**config.mk**
```make
export PLATFORM = sky130hd
export DESIGN_NAME = display_timing_gen
export DESIGN_NICKNAME = d
export VERILOG_FILES = /design/src/rtl/display_pkg.sv /design/src/rtl/display_timing_gen_word_unpacker.sv /design/src/rtl/display_timing_gen.sv
export SDC_FILE = /design/constraint.sdc
export NUM_CORES = 1
export LEC_CHECK = 0
export ABC_AREA = 0
export CELL_PAD_IN_SITES_DETAIL_PLACEMENT = 1
export CELL_PAD_IN_SITES_GLOBAL_PLACEMENT = 1
export CORE_MARGIN = 2
export CORE_UTILIZATION = 37
export CTS_BUF_LIST = sky130_fd_sc_hd__clkbuf_16
export CTS_CLUSTER_DIAMETER = 120
export DETAILED_ROUTE_END_ITERATION = 10
export PLACE_DENSITY = 0.75
export SYNTH_ARGS = -nofsm -noshare
export SYNTH_HDL_FRONTEND = slang
export SYNTH_SLANG_ARGS = --single-unit
```
**constraint.sdc**
```tcl
create_clock -name clk -period 3 [get_ports clk]
set_clock_uncertainty 0.2 [all_clocks]
set_input_delay 0.9 -clock clk [delete_from_list [all_inputs] [get_ports clk]]
set_output_delay 0.9 -clock clk [all_outputs]
set_load 0.05 [all_outputs]
```
**src/rtl/display_pkg.sv**
```systemverilog
// Shared types and constants for the display timing generator.
package display_pkg;

  localparam int CNT_W        = 10;
  localparam int PIX_PER_WORD = 4;

  typedef enum logic [1:0] {
    IDLE,
    ACTIVE,
    HBLANK,
    VBLANK
  } state_t;

  // Frame geometry, captured at frame start so mid-frame input changes are ignored.
  typedef struct packed {
    logic [CNT_W-1:0] hb;
    logic [CNT_W-1:0] vb;
    logic [CNT_W-1:0] aip;
    logic [CNT_W-1:0] ail;
  } cfg_t;

  function automatic logic cfg_valid(input logic [CNT_W-1:0] aip,
                                     input logic [CNT_W-1:0] ail);
    return (aip != '0) && (ail != '0);
  endfunction

endpackage

```
**src/rtl/display_timing_gen_word_unpacker.sv**
```systemverilog
// Serialises 32-bit FIFO words into PIX_W-bit pixels, MSB first, and
// generates the show-ahead FIFO pop strobe.
module word_unpacker
  import display_pkg::*;
#(
  parameter int PIX_W = 8
) (
  input  logic             clk,
  input  logic             reset,
  input  logic             active,
  input  logic             line_last,
  input  logic             tpg_on,
  input  logic [PIX_W-1:0] tpg_pixel,
  input  logic [31:0]      fifo_rdata,
  input  logic             fifo_empty,
  output logic             fifo_rd,
  output logic [PIX_W-1:0] pixel,
  output logic             starved
);

  localparam int IDX_W = $clog2(PIX_PER_WORD);

  logic [IDX_W-1:0] byte_idx;
  logic [PIX_W-1:0] word_pixel;

  // Byte index restarts at every line start, dropping leftovers of a partial word.
  always_ff @(posedge clk or negedge reset) begin
    if (!reset) begin
      byte_idx <= '0;
    end else if (active && !line_last) begin
      byte_idx <= byte_idx + 1'b1;
    end else begin
      byte_idx <= '0;
    end
  end

  always_comb begin
    word_pixel = fifo_rdata[31 -: PIX_W];
    for (int i = 0; i < PIX_PER_WORD; i++) begin
      if (byte_idx == IDX_W'(i)) begin
        word_pixel = fifo_rdata[31 - i*PIX_W -: PIX_W];
      end
    end
  end

  // An empty FIFO yields a black pixel and is never popped.
  always_comb begin
    fifo_rd = 1'b0;
    pixel   = '0;
    starved = 1'b0;
    if (active) begin
      if (tpg_on) begin
        pixel = tpg_pixel;
      end else if (fifo_empty) begin
        starved = 1'b1;
      end else begin
        pixel   = word_pixel;
        fifo_rd = (byte_idx == IDX_W'(PIX_PER_WORD - 1)) || line_last;
      end
    end
  end

endmodule

```
**src/rtl/display_timing_gen.sv**
```systemverilog
// Display timing generator: HSync/VSync/DE framing around unpacked FIFO pixels.
// Optional test pattern generator enabled by defining DISPLAY_TPG_EN.
module display_timing_gen #(
  parameter int PIX_W = 8,
  parameter int CNT_W = display_pkg::CNT_W
) (
  input  logic             clk,
  input  logic             reset,
  input  logic             CSDisplay,
  input  logic [CNT_W-1:0] HB_in,
  input  logic [CNT_W-1:0] VB_in,
  input  logic [CNT_W-1:0] AIP_in,
  input  logic [CNT_W-1:0] AIL_in,
  input  logic [31:0]      fifo_rdata,
  input  logic             fifo_empty,
  output logic             fifo_rd,
  input  logic             tpg_sel,
  output logic             HSync,
  output logic             VSync,
  output logic             DE,
  output logic [PIX_W-1:0] Pixel,
  output logic             frame_done,
  output logic             underflow,
  output logic             config_err
);

  import display_pkg::*;

  state_t           state, state_nx;
  logic [CNT_W-1:0] hcnt, hcnt_nx;
  logic [CNT_W-1:0] vcnt, vcnt_nx;
  logic             vphase, vphase_nx;
  cfg_t             cfg;
  logic             start_ok, load_cfg, wrap, line_end, vline_end;
  logic             tpg_on, starved, line_last;
  logic [PIX_W-1:0] tpg_pixel, pix;

  assign start_ok  = CSDisplay && cfg_valid(AIP_in, AIL_in);
  assign line_last = (state == ACTIVE) && (hcnt == cfg.aip - 1'b1);

`ifdef DISPLAY_TPG_EN
  logic tpg_lat;

  always_ff @(posedge clk or negedge reset) begin
    if (!reset) begin
      tpg_lat <= 1'b0;
    end else if (load_cfg) begin
      tpg_lat <= tpg_sel;
    end
  end

  assign tpg_on    = tpg_lat;
  assign tpg_pixel = PIX_W'(hcnt[7:0] ^ vcnt[7:0]);
`else
  logic unused_tpg_sel;

  assign unused_tpg_sel = tpg_sel;
  assign tpg_on         = 1'b0;
  assign tpg_pixel      = '0;
`endif

  always_ff @(posedge clk or negedge reset) begin
    if (!reset) begin
      state  <= IDLE;
      hcnt   <= '0;
      vcnt   <= '0;
      vphase <= 1'b0;
      cfg    <= '0;
    end else begin
      state  <= state_nx;
      hcnt   <= hcnt_nx;
      vcnt   <= vcnt_nx;
      vphase <= vphase_nx;
      if (load_cfg) begin
        cfg.hb  <= HB_in;
        cfg.vb  <= VB_in;
        cfg.aip <= AIP_in;
        cfg.ail <= AIL_in;
      end
    end
  end

  // In VBLANK, vphase splits each line into its active-length part and the HB tail.
  always_comb begin
    state_nx  = state;
    hcnt_nx   = hcnt + 1'b1;
    vcnt_nx   = vcnt;
    vphase_nx = vphase;
    load_cfg  = 1'b0;
    wrap      = 1'b0;
    line_end  = 1'b0;
    vline_end = 1'b0;
    case (state)
      IDLE: begin
        hcnt_nx = '0;
        vcnt_nx = '0;
        if (start_ok) begin
          state_nx = ACTIVE;
          load_cfg = 1'b1;
        end
      end
      ACTIVE: begin
        if (line_last) begin
          if (cfg.hb != '0) begin
            state_nx = HBLANK;
            hcnt_nx  = '0;
          end else begin
            line_end = 1'b1;
          end
        end
      end
      HBLANK: begin
        if (hcnt == cfg.hb - 1'b1) line_end = 1'b1;
      end
      VBLANK: begin
        if (!vphase) begin
          if (hcnt == cfg.aip - 1'b1) begin
            if (cfg.hb != '0) begin
              vphase_nx = 1'b1;
              hcnt_nx   = '0;
            end else begin
              vline_end = 1'b1;
            end
          end
        end else if (hcnt == cfg.hb - 1'b1) begin
          vline_end = 1'b1;
        end
      end
      default: state_nx = IDLE;
    endcase

    if (line_end) begin
      hcnt_nx = '0;
      if (vcnt == cfg.ail - 1'b1) begin
        if (cfg.vb != '0) begin
          state_nx  = VBLANK;
          vcnt_nx   = '0;
          vphase_nx = 1'b0;
        end else begin
          wrap = 1'b1;
        end
      end else begin
        state_nx = ACTIVE;
        vcnt_nx  = vcnt + 1'b1;
      end
    end

    if (vline_end) begin
      hcnt_nx   = '0;
      vphase_nx = 1'b0;
      if (vcnt == cfg.vb - 1'b1) wrap = 1'b1;
      else vcnt_nx = vcnt + 1'b1;
    end

    if (wrap) begin
      hcnt_nx   = '0;
      vcnt_nx   = '0;
      vphase_nx = 1'b0;
      if (start_ok) begin
        state_nx = ACTIVE;
        load_cfg = 1'b1;
      end else begin
        state_nx = IDLE;
      end
    end
  end

  word_unpacker #(.PIX_W(PIX_W)) u_unpacker (
    .clk       (clk),
    .reset     (reset),
    .active    (state == ACTIVE),
    .line_last (line_last),
    .tpg_on    (tpg_on),
    .tpg_pixel (tpg_pixel),
    .fifo_rdata(fifo_rdata),
    .fifo_empty(fifo_empty),
    .fifo_rd   (fifo_rd),
    .pixel     (pix),
    .starved   (starved)
  );

  // Panel outputs trail the state/counter cycle by one clock.
  always_ff @(posedge clk or negedge reset) begin
    if (!reset) begin
      HSync      <= 1'b0;
      VSync      <= 1'b0;
      DE         <= 1'b0;
      Pixel      <= '0;
      frame_done <= 1'b0;
      underflow  <= 1'b0;
      config_err <= 1'b0;
    end else begin
      HSync      <= (state == HBLANK) || ((state == VBLANK) && vphase);
      VSync      <= (state == VBLANK);
      DE         <= (state == ACTIVE);
      Pixel      <= pix;
      frame_done <= wrap;
      underflow  <= underflow || starved;
      config_err <= CSDisplay && !cfg_valid(AIP_in, AIL_in);
    end
  end

endmodule

```
=== Word-level counts from Yosys, hierarchy flattened ===
Index checks and enable logic that the tools add are counted.

* Add/subtract/negate cells: 7
* Equal/unequal tests: 10
* Mux-type cells: 59
* Reduce and logical (&&, ||, !) cells: 16

{| class="wikitable"
|+ Operators by type and width
! operator !! count
|-
| two-way mux 10 bit || 14
|-
| equality test 10 bit || 4
|-
| two-way mux 8 bit || 5
|-
| nonzero test 10 bit || 4
|-
| subtractor 10 x 1 -> 10 bit, second input constant || 4
|-
| one-hot mux 10 bit (3 select lines) || 1
|-
| two-way mux 1 bit || 29
|-
| adder 10 x 1 -> 10 bit, second input constant || 2
|-
| two-way mux 2 bit || 8
|-
| equality test 2 bit, second input constant || 4
|-
| logical AND 1 bit || 6
|-
| equality test 2 x 1 -> 1 bit, second input constant || 2
|-
| one-hot mux 2 bit (2 select lines) || 1
|-
| logical OR 1 bit || 3
|-
| adder 2 x 1 -> 2 bit, second input constant || 1
|-
| logical NOT 1 bit || 2
|-
| logical NOT 2 bit || 1
|-
| one-hot mux 1 bit (2 select lines) || 1
|}

* Flip-flop bits (word level): 79
* Input bits: 77
* Word-level logic and storage cells: 108

=== Longest topological paths before layout ===
Gate-level depths: netlist of run 1.

* Depth after elaboration: 10
* Gate-level depth with buffers: 13

=== Cells and area by module ===
From an unflattened synthesis of run 1, not the netlist that was laid out.

* Cells, all modules: 563
* Area total of the unflattened synthesis: 5444.0 µm²

{| class="wikitable"
|+ Modules (own cells, without submodules)
! module !! instances !! cells each !! area each (µm²) !! sequential area each (µm²)
|-
| display_timing_gen || 1 || 486 || 4885.9 || 1926.8
|-
| word_unpacker || 1 || 77 || 558.0 || 50.0
|}

=== Worst setup path after synthesis of run 1 ===
No wires, ideal clock.

* Path kind: reg2out
* From: reg cfg[14] (netlist name)
* To: out fifo_rd
* Arrival time: 2.400 ns
* Data required time: 1.900 ns
* Path slack: -0.500 ns
* Stages on the path, launching flop included: 8
* Buffers on the path: 0
* Path through: dfrtp_1 > or4_1 > nor4_1 > xnor2_1 > o211a_1 > and3_1 > nor2_1 > nor2_1

* Word-level cells in the longest chain between the ends: 6

{| class="wikitable"
|+ Ends and longest elaborated chain
! what !! line !! source
|-
| start, declared || display_timing_gen.sv:33 || <nowiki>cfg_t cfg;</nowiki>
|-
| subtractor 10 x 1 -> 10 bit || display_timing_gen.sv:39 || <nowiki>assign line_last = (state == ACTIVE) && (hcnt == cfg.aip - 1'b1);</nowiki>
|-
| equality test 10 bit || display_timing_gen.sv:39 ||
|-
| logical AND 1 bit || display_timing_gen.sv:39 ||
|-
| logical OR 1 bit || display_timing_gen_word_unpacker.sv:58 || <nowiki>fifo_rd = (byte_idx == IDX_W'(PIX_PER_WORD - 1)) || line_last;</nowiki>
|-
| two-way mux 1 bit || display_timing_gen_word_unpacker.sv:54 || <nowiki>end else if (fifo_empty) begin</nowiki>
|-
| two-way mux 1 bit || display_timing_gen_word_unpacker.sv:51 || <nowiki>if (active) begin</nowiki>
|-
| end, declared || display_timing_gen.sv:16 || <nowiki>output logic fifo_rd,</nowiki>
|}

Every way passes these cells.

=== Worst setup path after layout of run 1 ===
* From: reg cfg[13] (netlist name)
* To: out fifo_rd

Same word-level chain as after synthesis.

==> qor.json, run 1 <==
{
  "cts_tree": "yes",
  "worst_pin_slew_ns": 0.545,
  "drv_cap": 0,
  "worst_r2r_path_depth": 10,
  "post_drt_wl_per_cell_microns": 19.8,
  "syn-instance-count": 541,
  "synth.ff_latch_count": 79,
  "core_area_sq_um": 13900,
  "final.min_clock_period_ns": 3.53,
  "finalMaxSlewViolations": 0,
  "hold_viol": 0,
  "whs_ns": 0.264,
  "timing.hold.worst_endpoint": "underflow$_DFF_PN0_",
  "grt_use_met2": 0.442,
  "design.die.area_sq_um": 15300,
  "fin_nets": 832,
  "die_height_microns": 124,
  "numCtsBuffers": 9,
  "antenna_found_initial": 0,
  "final_layout_size_suffix_gt1_frac": 0.316,
  "global_route.usage.met1": 0.272,
  "dr.pass1.iters": 4,
  "tritoncts_num_sinks": 79,
  "critical_path_endpoint_category": "output port",
  "antennaDiodeCount": 0,
  "globalplace.congestion": 0.890,
  "gr-max-usage-layer": "met2",
  "period_share": 1.18,
  "grt_total_ovfl": 0,
  "netlist-cell-type-count": 67,
  "worst_slew_margin_rel": 0.636,
  "remaining_drc_errors": 0,
  "power.switching_uw": 515,
  "p_clk_frac": 0.448,
  "global_route.usage.met3": 0.0353,
  "vdd.ir_drop.worst_v": 0.000216,
  "outcome": "complete, but fails checks",
  "total_placed_instance_area_sq_um": 7160,
  "dp.final_hpwl_microns": 12500,
  "totalNegativeSetupSlack_ns": -25.77,
  "via_count_of_the_first_global_routing_pass": 5497,
  "critical_path_buf_inv_count": 1,
  "holdPathStages": 1,
  "syn_area_per_cell_sq_um": 9.79,
  "crit_path_top_delay_cell": "or4_4",
  "detail-route-antenna-nets": 0,
  "failed_checks": "negative setup slack",
  "synth.cell_area_sq_um": 5290,
  "fmaxAchievable_ghz": 0.284,
  "final-setup-viol-count": 64,
  "worst_hold_startpoint": "underflow$_DFF_PN0_",
  "worstPathMaxFanout": 3,
  "synth-main-ff-cell": "dfrtp_1",
  "synth-warning-count": 0,
  "insertion_delay_ns": 0.36,
  "cell_family_contributing_the_most_delay_on_the_critical_path": "simple AND/OR/NAND/NOR gates",
  "synth_fp_nets": 631,
  "power_density_nw_per_um2": 285,
  "start_util": 0.380,
  "worstReg2RegStart": "cfg[21]$_DFFE_PN0P_",
  "r2r-end": "cfg[31]$_DFFE_PN0P_",
  "cts_buffer_depth": 2,
  "cpPeakStageDelay_ns": 0.57,
  "power.leakage_uw": 0.00374,
  "internal_power_uw": 1720,
  "sequentialPowerShare": 0.476,
  "port_buffers": 90,
  "worstSetupStartpointType": "flop",
  "combinationalPowerShare": 0.076,
  "area_growth_syn_to_layout_pct": 48.5,
  "cts_root_buffer_type": "clkbuf_16",
  "rsz0062_at_grt": "true",
  "ios": 92,
  "reg2reg_slack_ns": -0.50,
  "part_of_the_yosys_area_used_for_sequential_elements": 0.373,
  "route.detailed.vias_per_inst": 5.48,
  "cp.required_ns": 1.90,
  "min-delay-path-class": "flop to flop",
  "data_arrival_time_of_the_critical_path_ns": 2.43,
  "drt_iter0_drc": 272,
  "cts_max_level": 3,
  "synth_enable_flop_cells": 0,
  "route.final.wire_length_microns": 18400,
  "worst_setup_margin_ns": -0.526,
  "synth_async_sr_flop_share": 1.00,
  "grt_max_degree": 49,
  "dr_total_vias": 5082,
  "setup.worst_path.class": "flop to output port",
  "track_usage": 0.239,
  "layout.core_utilization": 0.564,
  "switching_share": 0.230,
  "crit_path_cell_trace": "or4_4 > nor4_4 > xnor2_1 > o211a_1 > and3_4 > nor2_2 > nor2_4 > buf_12",
  "cts.clk_slew.worst_paths_ns": 0.06,
  "fin_area_sq_um": 7860,
  "die_width_microns": 124,
  "grt_first_pass_wirelength_microns": 27800,
  "rows": 43
}
[metal layers]
layer,vias to the layer above,wire (microns)
met2,106,9670
met4,0,620
met1,2575,7540
met5,-,0
met3,48,545
li1,2353,-
[per-stage QoR]
step,cells,power (uW),setup WS [ns]
floorplan,541,1100,-0.236
global placement,894,1250,-0.543
detailed placement,894,1250,-0.644
CTS,919,2260,-0.533
global route,927,2310,-0.626
finish,927,2240,-0.526
[worst reg2reg max path, cell delays in order (launching register included)]
cell and delay, ns:
dfrtp_1 0.38, or4_4 0.55, or4_4 0.54, or4b_4 0.52
a21oi_4 0.17, nand2_2 0.11, o21ai_4 0.22, o21bai_4 0.09
buf_12 0.15, buf_12 0.16, mux2_4 0.31
[power groups by stage]
stage / clock, uW / combinational [uW] / sequential [uW]
after floorplan: 0 / 15.9 / 1090
after CTS: 1020 / 172 / 1070
after detailed placement: 0 / 169 / 1090
after global placement: 0 / 164 / 1090
final: 1000 / 170 / 1070
after global routing: 1060 / 183 / 1060
[what timing repair did]
item	4_1_cts	5_1_grt
gates cloned	3	2
pin swaps	14	15
setup buffers	6	7
hold buffers	0	0
setup endpoints to repair	63	64
resized for setup	41	24
[synthesized netlist by cell type (9+ instances only)]
cell	number	share of area
nand3_1	15	0.014
nor3_1	17	0.016
inv_1	23	0.016
xor2_1	19	0.031
nand2_1	31	0.022
dfrtp_1	79	0.37
mux2_4	40	0.11
a21oi_1	27	0.026
nor4_1	9	0.011
nor2_1	59	0.042
mux2i_1	11	0.021
xnor2_1	28	0.046
ha_1	13	0.031
nand4_1	10	0.012
clkbuf_1	19	0.013
o21ai_0	11	0.010
[sequential cells by signal, indices dropped and copies added (netlist names)]
register             flops
cfg                     40
hcnt                    10
vcnt                    10
Pixel                    8
state                    2
u_unpacker.byte_idx      2
DE                       1
HSync                    1
VSync                    1
config_err               1
frame_done               1
underflow                1
vphase                   1
[worst max path at each step]
| stage | startpoint | end | cells after the start |
|---|---|---|---|
| floorplan | cfg[23]$_DFFE_PN0P_ | cfg[0]$_DFFE_PN0P_ | 9 |
| global placement | AIL_in[7] | cfg[28]$_DFFE_PN0P_ | 9 |
| detailed placement | AIL_in[7] | cfg[12]$_DFFE_PN0P_ | 9 |
| CTS | cfg[16]$_DFFE_PN0P_ | fifo_rd | 8 |
| global route | cfg[10]$_DFFE_PN0P_ | fifo_rd | 10 |
| finish | cfg[13]$_DFFE_PN0P_ | fifo_rd | 8 |
[placed cells by master, fill, tap and decap left out, types with 6 or more instances in the layout]
master and n:
a21oi_1 23, clkbuf_16 10, buf_6 6, nor3_1 12
mux2i_1 11, clkdlybuf4s50_1 86, dfrtp_1 78, nand2b_1 8
nand3b_1 6, mux2_4 41, xor2_1 19, nor2_1 56
inv_1 23, or4_4 6, o21ai_0 6, xnor2_1 27
ha_1 12, buf_4 114, nand3_1 14, nand4_1 10
nand2_1 31
[logic make-up (layout without fill, tap and decap cells)]
family | after synthesis | count (layout) | synth area share
AO/OA/AOI/OAI | 93 | 93 | 0.127
XOR/XNOR | 49 | 49 | 0.0863
adder cells (fa/ha/maj) | 13 | 13 | 0.0307
buffers and inverters | 48 | 254 | 0.0404
flip-flops | 79 | 79 | 0.373
multiplexers | 52 | 52 | 0.136
AND/OR/NAND/NOR | 207 | 207 | 0.206
[final cells by class]
cell class	instances	area (sq um)
repair buffers	215	1960
well taps	180	225
clock buffers	9	225
multi-input cells	414	3350
fillers	1541	6080
clock inverters	7	31.3
flip-flops and latches	79	1980
inverters	23	86.3
(Power assumes the default switching activity.)
==> run 2: changes to the inputs <==
CTS_CLUSTER_DIAMETER = 40   (was 120)
GPL_TIMING_DRIVEN = 0   (was default)
==> run 2 against run 1 <==
Setup slack got worse by 0.00078 ns. Sequential share of layout area grew 0.65 points. The run still ends with negative setup slack left. Combinational power fell by 11%. Via count fell by 6.0%. Highest routed layer unchanged. Wire length is 5.3% lower. Fmax hardly changed. Core utilization is 1.1 points lower. Sequential cell count stayed put. Power is 7.2% higher. Global-route usage decreased by 1.1 points. Register-to-register slack hardly changed.
==> qor.json, run 2 (synthesis results as in run 1) <==
{
  "outcome": "complete, but fails checks",
  "antenna_found_initial": {"value": 0, "change": "unchanged"},
  "critical_path_endpoint_category": "output port",
  "grt_max_degree": {"value": 47, "change": "-4.1%"},
  "largest-register": "cfg",
  "top_regs": "cfg (40), hcnt (10), vcnt (10)",
  "tritoncts_num_sinks": {"value": 79, "change": "unchanged"},
  "cts_buffer_depth": {"value": 2, "change": "unchanged"},
  "port_buffers": {"value": 90, "change": "unchanged"},
  "global_route.usage.met1": {"value": 0.265, "change": "-0.00753"},
  "worst_pin_slew": {"value": 0.587, "unit": "ns", "change": "+0.0422 ns"},
  "final.min_clock_period": {"value": 3.53, "unit": "ns", "change": "+0.000780 ns"},
  "power_density": {"value": 311, "unit": "nW/um^2", "change": "+9.4%"},
  "data_arrival_time_of_the_critical_path": {"value": 2.43, "unit": "ns", "change": "about the same"},
  "min-delay-path-class": "flop to flop",
  "worstReg2RegStart": "cfg[32]$_DFFE_PN0P_",
  "via_count_of_the_first_global_routing_pass": {"value": 5140, "change": "-6.5%"},
  "remaining_drc_errors": {"value": 0, "change": "unchanged"},
  "dp.final_hpwl": {"value": 11300, "unit": "microns", "change": "-10%"},
  "worst_slew_margin_rel": {"value": 0.609, "change": "-0.0270"},
  "drv_cap": {"value": 0, "change": "unchanged"},
  "die_height": {"value": 124, "unit": "microns", "change": "unchanged"},
  "route.detailed.vias_per_inst": {"value": 5.47, "change": "-0.19%"},
  "cts_tree": "yes",
  "cpPeakStageDelay": {"value": 0.61, "unit": "ns", "change": "+0.04 ns"},
  "worstPathMaxFanout": {"value": 4, "change": "+1"},
  "core_area": {"value": 13900, "unit": "sq um", "change": "unchanged"},
  "largest_register_ffs": {"value": 40, "change": "unchanged"},
  "global_route.usage.met3": {"value": 0.0485, "change": "+0.0133"},
  "critical_path_buf_inv_count": {"value": 1, "change": "unchanged"},
  "setup.worst_path.class": "flop to output port",
  "fin_cells": {"value": 873, "change": "-5.8%"},
  "design.die.area": {"value": 15300, "unit": "sq um", "change": "unchanged"},
  "fmaxAchievable": {"value": 0.284, "unit": "GHz", "change": "about the same"},
  "post-place-cells": {"value": 812, "change": "-9.2%"},
  "route.final.wire_length": {"value": 17400, "unit": "microns", "change": "-5.3%"},
  "timing.hold.worst_endpoint": "underflow$_DFF_PN0_",
  "gr-max-usage-layer": "met2",
  "rsz0062_at_grt": "true",
  "crit_path_top_delay_cell": "or4_4",
  "numCtsBuffers": {"value": 9, "change": "unchanged"},
  "area_growth_syn_to_layout_pct": 45.5,
  "detail-route-antenna-nets": {"value": 0, "change": "unchanged"},
  "ios": {"value": 92, "change": "unchanged"},
  "totalNegativeSetupSlack": {"value": -23.98, "unit": "ns", "change": "+1.80 ns"},
  "failed_checks": "negative setup slack",
  "fin_nets": {"value": 778, "change": "-6.5%"},
  "fillers": {"value": 1518, "change": "-1.5%"},
  "vdd.ir_drop.worst": {"value": 0.000264, "unit": "V", "change": "+22%"},
  "worst_setup_margin": {"value": -0.527, "unit": "ns", "change": "-0.000780 ns"},
  "post_drt_wl_per_cell": {"value": 19.9, "unit": "microns", "change": "+0.51%"},
  "power.leakage": {"value": 0.00348, "unit": "uW", "change": "-6.8%"},
  "worst_r2r_path_depth": {"value": 12, "change": "+2"},
  "p_total": {"value": 2400, "unit": "uW", "change": "+7.2%"},
  "drt_iter0_drc": {"value": 313, "change": "+15%"},
  "start_util": {"value": 0.380, "change": "unchanged"},
  "crit_path_cell_trace": "or4_4 > nor3_4 > o21ai_0 > a22oi_2 > and3_4 > nor2_2 > nor2_4 > buf_8",
  "cts_max_level": {"value": 3, "change": "unchanged"},
  "reg2reg_slack": {"value": -0.51, "unit": "ns", "change": "about the same"},
  "period_share": {"value": 1.18, "change": "about the same"},
  "final_layout_size_suffix_gt1_frac": {"value": 0.281, "change": "-0.0345"},
  "antennaDiodeCount": {"value": 0, "change": "unchanged"},
  "commonest_cells_after_routing_fill_and_taps_aside": "85 x clkdlybuf4s50_1, 69 x dfrtp_1, 50 x nor2_1",
  "final_common_cell": "clkdlybuf4s50_1",
  "grt_total_ovfl": {"value": 0, "change": "unchanged"},
  "holdPathStages": {"value": 1, "change": "unchanged"},
  "worst_hold_startpoint": "underflow$_DFF_PN0_",
  "dr.pass1.iters": {"value": 4, "change": "unchanged"},
  "cts.clk_slew.worst_paths": {"value": 0.06, "unit": "ns", "change": "about the same"},
  "cp.required": {"value": 1.90, "unit": "ns", "change": "about the same"},
  "dr_total_vias": {"value": 4777, "change": "-6.0%"},
  "globalplace.congestion": {"value": 0.848, "change": "-4.7%"},
  "final-setup-viol-count": {"value": 54, "change": "-16%"},
  "layout.core_utilization": {"value": 0.553, "change": "-0.0111"},
  "die_width": {"value": 124, "unit": "microns", "change": "unchanged"},
  "rows": {"value": 43, "change": "unchanged"},
  "insertion_delay": {"value": 0.35, "unit": "ns", "change": "about the same"},
  "grt_first_pass_wirelength": {"value": 26700, "unit": "microns", "change": "-4.0%"},
  "worstSetupStartpointType": "flop",
  "hold_viol": {"value": 0, "change": "unchanged"},
  "r2r-end": "cfg[1]$_DFFE_PN0P_",
  "cell_family_contributing_the_most_delay_on_the_critical_path": "simple AND/OR/NAND/NOR gates",
  "holdBufCountCts": {"value": 0, "change": "unchanged"},
  "track_usage": {"value": 0.228, "change": "-0.0111"},
  "grt_use_met2": {"value": 0.419, "change": "-0.0227"},
  "cts_root_buffer_type": "clkbuf_16",
  "finalMaxSlewViolations": {"value": 0, "change": "unchanged"}
}
-- run 2: changes by cell type in the layout (fill, tap and decap cells not counted), moves of 4 or more --
cell / previous run / this run
clkbuf_1: 0 / 15
nor2_2: 2 / 8
nor2_1: 56 / 50
o21ai_1: 4 / 0
buf_4: 114 / 37
clkinv_1: 4 / 0
buf_16: 1 / 5
dfrtp_2: 1 / 10
dfrtp_1: 78 / 69
-- run 2: report_power, final --
part | internal [uW] | leakage, uW | switching [uW]
registers | 1070 | 0.00106 | 0.00346
clock network | 723 | 0.000153 | 458
logic | 98.0 | 0.00227 | 54.0
total | 1890 | 0.00348 | 512
-- run 2: layer usage --
metal	up-vias	wire length, microns
li1	2238	-
met4	0	482
met5	-	0
met2	106	9260
met3	39	583
met1	2394	7060
-- run 2: area by class of cell --
cell class	instances	area (sq um)	share of cell area
tap	180	225	0.0292
multi-input combinational	415	3520	0.457
inverter	23	86.3	0.0112
buffer	21	151	0.0197
clock inverter	7	88.8	0.0115
sequential	79	1990	0.258
timing repair buffer	139	1420	0.184
clock buffer	9	225	0.0292
-- run 2: timing repair --
action,in CTS,in global routing
endpoints found under the setup margin,65,65
resized for setup,79,46
gates cloned,5,1
buffers inserted,24,21
pin swaps,17,27
-- run 2: per-stage QoR --
step | hold WS (ns) | setup slack (ns) | area, sq um
finish | 0.277 | -0.527 | 7700
global route | 0.303 | -0.630 | 7700
CTS | 0.279 | -0.523 | 7380
detailed placement | 0.256 | -1.01 | 6460
global placement | 0.242 | -2.10 | 6430
floorplan | 0.255 | -0.236 | 5310
-- run 2: worst max path at each step --
stage                                   start            endpoint  cells after the start
after floorplan           cfg[23]$_DFFE_PN0P_  cfg[0]$_DFFE_PN0P_                      9
after global placement                  reset   hcnt[3]$_DFF_PN0_                      1
after detailed placement  cfg[14]$_DFFE_PN0P_             fifo_rd                      8
after CTS                 cfg[13]$_DFFE_PN0P_             fifo_rd                      8
after global routing      cfg[10]$_DFFE_PN0P_             fifo_rd                     10
final                     cfg[13]$_DFFE_PN0P_             fifo_rd                      8
==> run 3: changes to the inputs <==
REMOVE_ABC_BUFFERS = 1   (was default)
==> run 3 against run 2 <==
Global-route usage down 1.6 points. Power shrank 8.0%. Non-clock buffer count down 32. Largest power group is now registers. Combinational power hardly changed. Core utilization is 3.0 points lower. Via count down 4.0%. Largest cell class unchanged. Sequential power about the same. Critical path type unchanged. The flow still finishes with violations (negative setup slack). Die area unchanged.
==> qor.json, run 3 (synthesis results as in run 1) <==
{
  "outcome": "complete, but fails checks",
  "failed_checks": "negative setup slack",
  "via_count_of_the_first_global_routing_pass": {"value": 4922, "change": "-4.2%"},
  "cts_buffer_depth": {"value": 2, "change": "unchanged"},
  "tritoncts_num_sinks": {"value": 79, "change": "unchanged"},
  "route.detailed.vias_per_inst": {"value": 5.47, "change": "-0.11%"},
  "globalplace.congestion": {"value": 0.855, "change": "+0.80%"},
  "drt_iter0_drc": {"value": 201, "change": "-36%"},
  "worst_path_most_repeated_cell": "nor2_1",
  "hold_viol": {"value": 0, "change": "unchanged"},
  "cts.clk_slew.worst_paths": {"value": 0.06, "unit": "ns", "change": "about the same"},
  "dp.final_hpwl": {"value": 10700, "unit": "microns", "change": "-5.4%"},
  "period_share": {"value": 1.19, "change": "+0.0157"},
  "holdPathStages": {"value": 1, "change": "unchanged"},
  "fin_nets": {"value": 745, "change": "-4.2%"},
  "cpPeakStageDelay": {"value": 0.58, "unit": "ns", "change": "-0.03 ns"},
  "worstSetupStartpointType": "flop",
  "global_route.usage.met3": {"value": 0.0380, "change": "-0.0105"},
  "worst_r2r_path_depth": {"value": 9, "change": "-3"},
  "top_regs": "cfg (40), hcnt (10), vcnt (10)",
  "cts_tree": "yes",
  "worst_slew_margin_rel": {"value": 0.604, "change": "-0.00448"},
  "power_density": {"value": 303, "unit": "nW/um^2", "change": "-2.7%"},
  "crit_path_cell_trace": "or4_4 > nor4_4 > xnor2_1 > o211a_1 > and3_4 > nor2_1 > nor2_1 > buf_6",
  "data_arrival_time_of_the_critical_path": {"value": 2.47, "unit": "ns", "change": "+0.04 ns"},
  "global_route.usage.met1": {"value": 0.264, "change": "about the same"},
  "insertion_delay": {"value": 0.35, "unit": "ns", "change": "about the same"},
  "rows": {"value": 43, "change": "unchanged"},
  "totalNegativeSetupSlack": {"value": -22.50, "unit": "ns", "change": "+1.48 ns"},
  "critical_path_endpoint_category": "output port",
  "die_width": {"value": 124, "unit": "microns", "change": "unchanged"},
  "power.leakage": {"value": 0.00331, "unit": "uW", "change": "-4.9%"},
  "r2r-end": "cfg[33]$_DFFE_PN0P_",
  "cts_max_level": {"value": 3, "change": "unchanged"},
  "grt_total_ovfl": {"value": 0, "change": "unchanged"},
  "commonest_cells_after_routing_fill_and_taps_aside": "88 x clkdlybuf4s50_1, 71 x dfrtp_1, 59 x nor2_1",
  "cell_family_contributing_the_most_delay_on_the_critical_path": "simple AND/OR/NAND/NOR gates",
  "route.final.wire_length": {"value": 15700, "unit": "microns", "change": "-10%"},
  "design.die.area": {"value": 15300, "unit": "sq um", "change": "unchanged"},
  "post-place-ws": {"value": -1.09, "unit": "ns", "change": "-0.0775 ns"},
  "cp.required": {"value": 1.90, "unit": "ns", "change": "about the same"},
  "area_growth_syn_to_layout_pct": 37.6,
  "timing.hold.worst_endpoint": "underflow$_DFF_PN0_",
  "start_util": {"value": 0.380, "change": "unchanged"},
  "worstReg2RegStart": "cfg[22]$_DFFE_PN0P_",
  "setup.worst_path.class": "flop to output port",
  "remaining_drc_errors": {"value": 0, "change": "unchanged"},
  "cts_root_buffer_type": "clkbuf_16",
  "worst_hold_startpoint": "underflow$_DFF_PN0_",
  "post_drt_wl_per_cell": {"value": 18.7, "unit": "microns", "change": "-6.3%"},
  "worst_setup_margin": {"value": -0.574, "unit": "ns", "change": "-0.0471 ns"},
  "die_height": {"value": 124, "unit": "microns", "change": "unchanged"},
  "antenna_found_initial": {"value": 0, "change": "unchanged"},
  "vdd.ir_drop.worst": {"value": 0.000225, "unit": "V", "change": "-15%"},
  "grt_use_met2": {"value": 0.366, "change": "-0.0532"},
  "final_common_cell": "clkdlybuf4s50_1",
  "finalMaxSlewViolations": {"value": 0, "change": "unchanged"},
  "crit_path_top_delay_cell": "or4_4",
  "numCtsBuffers": {"value": 9, "change": "unchanged"},
  "final-setup-viol-count": {"value": 56, "change": "+3.7%"},
  "final_layout_size_suffix_gt1_frac": {"value": 0.244, "change": "-0.0371"},
  "drv_cap": {"value": 0, "change": "unchanged"},
  "worstPathMaxFanout": {"value": 4, "change": "unchanged"},
  "p_total": {"value": 2210, "unit": "uW", "change": "-8.0%"},
  "largest_register_ffs": {"value": 40, "change": "unchanged"},
  "min-delay-path-class": "flop to flop",
  "rsz0062_at_grt": "true",
  "grt_first_pass_wirelength": {"value": 25200, "unit": "microns", "change": "-5.8%"},
  "dr_total_vias": {"value": 4586, "change": "-4.0%"},
  "layout.core_utilization": {"value": 0.523, "change": "-0.0302"},
  "final.min_clock_period": {"value": 3.57, "unit": "ns", "change": "+0.0471 ns"},
  "crit_path_depth": {"value": 8, "change": "unchanged"},
  "antennaDiodeCount": {"value": 0, "change": "unchanged"},
  "ios": {"value": 92, "change": "unchanged"},
  "worst_pin_slew": {"value": 0.594, "unit": "ns", "change": "+0.00672 ns"},
  "critical_path_buf_inv_count": {"value": 1, "change": "unchanged"},
  "grt_max_degree": {"value": 44, "change": "-6.4%"},
  "dr.pass1.iters": {"value": 4, "change": "unchanged"},
  "reg2reg_slack": {"value": -0.48, "unit": "ns", "change": "+0.03 ns"},
  "track_usage": {"value": 0.212, "change": "-0.0162"},
  "core_area": {"value": 13900, "unit": "sq um", "change": "unchanged"},
  "fmaxAchievable": {"value": 0.280, "unit": "GHz", "change": "-1.3%"},
  "detail-route-antenna-nets": {"value": 0, "change": "unchanged"},
  "port_buffers": {"value": 90, "change": "unchanged"},
  "gr-max-usage-layer": "met2",
  "largest-register": "cfg"
}
==> run 3: changes by cell type in the layout (fill, tap and decap cells not counted), sizes merged, moves of 2 or more <==
cell           delta
dlymetal6s2s      -3
bufinv            -2
clkbuf           -14
clkdlybuf4s50     +3
buf              -18
clkinv            +2
==> run 3: final cells by class <==
type	count	area [sq um]
Timing Repair Buffer	128	1300
Tap cell	180	225
Sequential cell	79	1990
Clock inverter	6	30.0
Inverter	23	86.3
Fill cell	1514	6650
Clock buffer	9	225
Multi-Input combinational cell	414	3430
==> run 3: how the worst max path moves through the flow <==
stage | start | endpoint
2_1_floorplan | cfg[23]$_DFFE_PN0P_ | cfg[0]$_DFFE_PN0P_
6_report | cfg[14]$_DFFE_PN0P_ | fifo_rd
3_5_place_dp | cfg[32]$_DFFE_PN0P_ | cfg[11]$_DFFE_PN0P_
4_1_cts | cfg[22]$_DFFE_PN0P_ | cfg[11]$_DFFE_PN0P_
5_1_grt | cfg[10]$_DFFE_PN0P_ | fifo_rd
3_3_place_gp | reset | cfg[1]$_DFFE_PN0P_
==> run 3: through the flow <==
stage	cell area [sq um]	instances	hold WS, ns
2_1_floorplan	5170	516	0.255
3_3_place_gp	6290	786	0.244
3_5_place_dp	6330	788	0.263
4_1_cts	7130	834	0.278
5_1_grt	7280	839	0.292
6_report	7280	839	0.269
==> run 3: worst reg2reg max path, delay by kind of cell, from the launching register on <==
family	cells	cell delay, ns
AO/OA/AOI/OAI	3	0.59
buffers and inverters	1	0.21
flip-flops	1	0.40
multiplexers	1	0.31
AND/OR/NAND/NOR	4	1.66
==> run 3: what timing repair did <==
item / in CTS / in global routing
cloned: 3 / 1
hold buffers: 0 / 0
setup buffers: 28 / 10
resized for setup: 58 / 36
endpoints found under the hold margin: 0 / 0
endpoints found under the setup margin: 65 / 64
pin swaps: 13 / 19
==> run 3: metal layers <==
metal,up-vias,share of wire
met5,-,0
met4,0,0.018
met3,22,0.028
met2,66,0.51
met1,2331,0.44
li1,2167,-
==> run 3: where the power goes <==
group	leakage, uW	internal [uW]	total [uW]	switching (uW)
sequential	0.00107	1070	1070	0.00298
combinational	0.00212	97.2	150	52.3
clock	0.000130	545	991	446
